**config.mk**
```make
export PLATFORM = sky130hd
export DESIGN_NAME = sn74ls165_rx
export DESIGN_NICKNAME = d
export VERILOG_FILES = /design/src/rtl/sn74ls165_rx.sv
export SDC_FILE = /design/constraint.sdc
export NUM_CORES = 1
export LEC_CHECK = 0
export CAP_MARGIN = 15
export CORE_MARGIN = 10
export CORE_UTILIZATION = 45
export CTS_CLUSTER_SIZE = 28
export DETAILED_ROUTE_END_ITERATION = 6
export GPL_TIMING_DRIVEN = 0
export PLACE_DENSITY_LB_ADDON = 0.15
export SYNTH_ARGS = -nofsm -noshare
export SYNTH_HDL_FRONTEND = slang
export SYNTH_SLANG_ARGS = --single-unit
```
**constraint.sdc**
```tcl
create_clock -name ck -period 2.45 [get_ports ck]
set_clock_uncertainty 0.2 [all_clocks]
set_input_delay 0.245 -clock ck [delete_from_list [all_inputs] [get_ports ck]]
set_output_delay 0.245 -clock ck [all_outputs]
set_load 0.02 [all_outputs]
```
**src/rtl/sn74ls165_rx.sv**
```systemverilog
// Receive side of a 165-style parallel-load serial link: rebuilds WIDTH-bit words
// from the shifted bit stream and holds them for a consumer with valid/ack, overrun and frame-error flags.
module sn74ls165_rx #(
  parameter int WIDTH     = 8,
  parameter bit MSB_FIRST = 1'b1
) (
  input  logic             ck,
  input  logic             rst,
  input  logic             ld_n,
  input  logic             en_n,
  input  logic             si,
  input  logic             rd,
  input  logic             clr_ovr,
  output logic [WIDTH-1:0] q,
  output logic             q_valid,
  output logic             ovr,
  output logic             frm_err,
  output logic             busy
);

  localparam int CW = $clog2(WIDTH);
  localparam logic [CW-1:0] LAST = CW'(WIDTH - 1);

  typedef enum logic {IDLE, SHIFT} state_t;

  // Consumer handshake: q_valid rises on the edge that samples the last bit of a
  // word and falls on the first edge with rd=1; a word completing on an rd edge
  // replaces q and keeps q_valid high.
  state_t            state_q, state_d;
  logic [CW-1:0]     cnt_q, cnt_d;
  logic [WIDTH-1:0]  sreg_q, sreg_d;
  logic [WIDTH-1:0]  q_q, q_d;
  logic              q_valid_q, q_valid_d;
  logic              ovr_q, ovr_d;
  logic              frm_err_q, frm_err_d;
  logic              ovr_set;
  logic [WIDTH-1:0]  word;

  // Word as it would look with the current si shifted in.
  assign word = MSB_FIRST ? {sreg_q[WIDTH-2:0], si} : {si, sreg_q[WIDTH-1:1]};

  always_comb begin
    state_d   = state_q;
    cnt_d     = cnt_q;
    sreg_d    = sreg_q;
    q_d       = q_q;
    q_valid_d = q_valid_q;
    frm_err_d = 1'b0;
    ovr_set   = 1'b0;

    if (rd) q_valid_d = 1'b0;

    if (!ld_n) begin
      cnt_d   = '0;
      state_d = IDLE;
      sreg_d  = '0;
      if (state_q == SHIFT) frm_err_d = 1'b1;
    end else if (!en_n) begin
      sreg_d = word;
      if (cnt_q == LAST) begin
        cnt_d   = '0;
        state_d = IDLE;
        if (!q_valid_q || rd) begin
          q_d       = word;
          q_valid_d = 1'b1;
        end else begin
          ovr_set = 1'b1;
        end
      end else begin
        cnt_d   = cnt_q + CW'(1);
        state_d = SHIFT;
      end
    end

    // A fresh overrun beats a simultaneous clear so it is never lost.
    ovr_d = ovr_set | (ovr_q & ~clr_ovr);
  end

  always_ff @(posedge ck or posedge rst) begin
    if (rst) begin
      state_q   <= IDLE;
      cnt_q     <= '0;
      sreg_q    <= '0;
      q_q       <= '0;
      q_valid_q <= 1'b0;
      ovr_q     <= 1'b0;
      frm_err_q <= 1'b0;
    end else begin
      state_q   <= state_d;
      cnt_q     <= cnt_d;
      sreg_q    <= sreg_d;
      q_q       <= q_d;
      q_valid_q <= q_valid_d;
      ovr_q     <= ovr_d;
      frm_err_q <= frm_err_d;
    end
  end

  assign q       = q_q;
  assign q_valid = q_valid_q;
  assign ovr     = ovr_q;
  assign frm_err = frm_err_q;
  assign busy    = (state_q == SHIFT);

endmodule

```
## After elaboration in Yosys (flattened, before gate mapping)

Cells that the tools add are included.

| word-level totals | value |
|---|---|
| register bits after elaboration | 22 |
| latch bits | 0 |
| memories kept | 0 |
| input bits | 7 |
| bits in read-only memories | 0 |
| bits in writable memories | 0 |

| cells by class | value |
|---|---|
| multiply operators | 0 |
| multiplexer cells | 19 |
| add/sub/neg operators | 1 |
| eq/ne operators | 2 |
| shift-type cells | 0 |
| divide/modulo/power cells | 0 |
| bitwise gates (word level) | 4 |
| reduce and logical (&&, ||, !) cells | 3 |
| magnitude comparators | 0 |

Operator list:

| operator | number |
|---|---|
| 2-to-1 mux 1 bit | 14 |
| 2-to-1 mux 7 bit | 2 |
| 2-to-1 mux 3 bit | 3 |
| AND reduction 4 bit | 1 |
| adder 3 x 1 -> 3 bit (second input constant) | 1 |
| equality test 3 bit (second input constant) | 1 |
| != test 2 bit (second input constant) | 1 |
| NOT 1 bit | 2 |
| bitwise AND 1 bit | 1 |
| zero test 1 bit | 1 |
| logical OR 1 bit | 1 |
| OR 1 bit | 1 |

## Longest topological paths before layout

| depth | value |
|---|---|
| depth in word-level cells | 7 |
| mapped depth | 6 |
| mapped depth without buffers | 5 |

## Worst setup path after synthesis

OpenSTA, ideal clock, no wires.

| timing | value |
|---|---|
| path kind | register -> register |
| start | reg cnt_q[0] |
| end | reg q_q[0], in the netlist q[0] |
| period minus slack after synthesis | 1.697 ns |
| path buffers | 1 |
| data arrival time | 1.372 ns |
| setup time | 0.125 ns |
| required time | 2.125 ns |
| setup slack | 0.753 ns |
| cell stages (with the launch flop) | 7 |
| cells stage by stage | dfrtp_1 ha_1 ha_1 nand3b_4 nor2b_1 buf_6 mux2_4 |

| on the way | value |
|---|---|
| cells in the longest elaborated chain, start to end | 2 |

RTL lines:

| item | line | source |
|---|---|---|
| start, declared | 30 | `logic [CW-1:0] cnt_q, cnt_d;` |
| start signal, assigned | 90 | `cnt_q <= cnt_d;` |
| equality test 3 bit | 60 | `if (cnt_q == LAST) begin` |
| AND reduction 4 bit (no line) | -- |  |
| end signal, assigned | 92 | `q_q <= q_d;` |
| end, declared | 32 | `logic [WIDTH-1:0] q_q, q_d;` |

No other way between the ends.
A chain may end at the register's enable or synchronous reset.

## Worst setup path after layout

| timing | value |
|---|---|
| start | reg cnt_q[0] |
| end | reg q_q[7], in the netlist q[7] |

The elaborated chain is that of the path after synthesis.

==> flow_metrics.py <==
metrics = {
    "critical_path": {
        "worst_r2r_path_depth": 6,
        "endpoint_kind": "register",
        "startpoint": "cnt_q[0]",
        "r2r_slack_ns": 0.64,
        "path_max_fanout": 8,
        "critical_path_class": "register to register",
        "worstPathArrival_ns": 1.80,
        "r2r_start": "cnt_q[0]",
        "r2r-end": "q[7]",
        "critPathLaunchType": "register",
        "crit_required_ns": 2.44,
    },
    "clock_network": {
        "root_buffer": "clkbuf_4",
        "clk_latency_ns": 0.30,
        "clk_pin_slew_worst_paths_ns": 0.11,
        "cts.sinks": 22,
        "post_cts_buffers": 0,
        "cts-resized-gates": 0,
        "holdBufCountCts": 0,
        "clockBufferDepth": 2,
        "numCtsBuffers": 3,
        "cts_tree": "done",
        "cts.htree.levels": 1,
    },
    "logic_synthesis": {
        "ys.flop_type": "dfrtp_1",
        "yosys-top-cells-count": "dfrtp_1 (22), nor2b_1 (12), mux2i_1 (9)",
        "ys_seq_area_frac": 0.5797,
        "ys_seq_elements": 22,
        "synth_cells": 67,
        "synth.area.top_cells": "dfrtp_1 (58%), mux2_4 (13%), mux2i_1 (9.5%)",
        "synth.distinct_cells": 17,
        "avgSynthCellArea_um2": 14.17,
        "yosysMostFrequentCell": "dfrtp_1",
        "synthesis.area_um2": 949.7,
        "synth-edff-count": 0,
        "synth-async-reset-ratio": 1.000,
        "yosysTopAreaCell": "dfrtp_1",
        "synth_top_area_frac": 0.5797,
        "ys_warn_count": 0,
        "syn_nets": 76,
    },
    "layout": {
        "num_antenna_cells": 0,
        "syn2layout_area_growth_pct": 24.90,
        "fillers": 164,
        "final_util": 0.5985,
        "fin_nets": 99,
        "drive_above_1_share": 0.1591,
    },
    "pwr": {
        "comb_power_share": 0.083,
        "total_power_mw": 0.5768,
        "swShare": 0.2182,
        "ir_drop_mv": 0.3748,
        "power_switching_mw": 0.1259,
        "clkPwrFrac": 0.270,
        "p_int_mw": 0.4510,
        "p_per_area_mw_per_mm2": 486.3,
        "p_leak_nw": 0.5766,
        "seqPwrFrac": 0.647,
    },
    "sta": {
        "fmax_mhz": 553.7,
        "max-slew-margin-rel": 0.4677,
        "finalHoldViolations": 0,
        "timing.final.crit_share": 0.7372,
        "worstMarginPinSlew_ns": 0.7976,
        "finalSetupViolCount": 0,
        "drv_slew": 0,
        "rsz0062_at_grt": "false",
        "period_minus_slack_ns": 1.806,
        "fin_tns_setup_ns": 0,
    },
    "global_routing": {
        "gr-total-overflow": 0,
        "track_usage": 0.08091,
        "antenna_found_initial": 0,
        "grt_max_degree": 23,
        "grt_pass1_wl_mm": 2.691,
        "first_global_vias": 569,
    },
    "hold_path": {
        "hold_class": "input port to async pin",
    },
    "floorplanning": {
        "die_h_um": 65.94,
        "start_util": 0.4792,
        "rows": 16,
        "fp.dieW_um": 65.94,
        "ios": 19,
        "core_mm2": 0.001982,
        "dieArea_mm2": 0.004348,
    },
    "route": {
        "postRouteAntennaNets": 0,
        "via_count": 544,
        "wl_met1_um": 698,
        "vias_per_cell": 4.730,
        "drt_iter0_markers": 6,
        "top_layer_used": "met3",
        "wl_met2_um": 663,
        "wl_per_cell_um": 13.22,
        "route.detailed.drc": 0,
        "drt_wl_total_mm": 1.520,
        "dr.pass1.iters": 2,
        "routed-wl-met3_um": 157,
    },
    "placement": {
        "hpwl_mm": 1.127,
        "place_congestion": 0.7052,
        "port-buffer-count": 18,
    },
    "outcome": {
        "status": "finished clean",
    },
    "run": {
        "maxCapViolCount": 0,
    },
}
## per-layer routing
metal | global-route usage | vias up
met4 | 0.03927 | 0
met3 | 0.04407 | 0
met1 | 0.09684 | 263
met2 | 0.1147 | 13
met5 | 0 | -
li1 | - | 268
## layout by cell type, fill, tap and decap left out, types with 2 or more instances in the layout
master	n
clkbuf_4	3
clkdlybuf4s50_1	18
dfrtp_1	22
ha_1	2
inv_1	2
mux2_4	8
mux2i_1	9
nand2_1	2
nor2b_1	12
## per-stage QoR
stage               hold slack, ns  instances  setup slack (ns)  instance area, um^2
floorplan                  0.03423         67            0.7525                949.7
global placement            0.2951        112            0.5226                 1164
detailed placement          0.2964        112            0.5243                 1164
CTS                         0.2114        115            0.6343                 1186
global route                0.2621        115            0.5372                 1186
finish                      0.1829        115            0.6439                 1186
## kinds of logic after synthesis
| kind of cell | Yosys count | synth area share |
|---|---|---|
| buffers and inverters | 5 | 0.02898 |
| muxes | 17 | 0.2214 |
| and+or+nand+nor | 18 | 0.1265 |
| DFF | 22 | 0.5797 |
| adders and majority gates | 2 | 0.02635 |
| AOI/OAI and AO/OA | 3 | 0.01712 |
## worst max path at each step
stage	to	slack, ns	cells past startpoint
3_5_place_dp	q[0]	0.52	5
3_3_place_gp	q[2]	0.52	5
6_report	q[7]	0.64	6
4_1_cts	q[0]	0.63	6
2_1_floorplan	q[0]	0.75	6
5_1_grt	q[6]	0.54	6
## power groups by stage
| stage | clock network, mW | registers, mW | logic [mW] |
|---|---|---|---|
| after floorplan | 0 | 0.382 | 0.0255 |
| after global placement | 0 | 0.380 | 0.0485 |
| after detailed placement | 0 | 0.380 | 0.0490 |
| after CTS | 0.166 | 0.373 | 0.0492 |
| after global routing | 0.187 | 0.374 | 0.0539 |
| final | 0.156 | 0.373 | 0.0478 |
## worst max-delay path, cell delays in order, from the launching register on
cell and delay [ns]:
dfrtp_1 0.38, ha_1 0.15, ha_1 0.23, nand3b_4 0.10, nor2b_1 0.15, buf_6 0.18, mux2_4 0.31
## sequential cells by signal, indices dropped and copies added (netlist names)
| signal | cells |
|---|---|
| busy | 1 |
| cnt_q | 3 |
| frm_err | 1 |
| ovr | 1 |
| q | 8 |
| q_valid | 1 |
| sreg_q | 7 |
## cell type report
cell class	instances	area, um^2	share of cell area
Sequential cell	22	550.5	0.4641
Buffer	3	20.02	0.01688
Clock buffer	3	22.52	0.01899
Tap cell	27	33.78	0.02848
Inverter	2	7.507	0.006329
Timing Repair Buffer	18	180.2	0.1519
Multi-Input combinational cell	40	371.6	0.3133
Note: power is estimated with default switching activity, not from simulation.
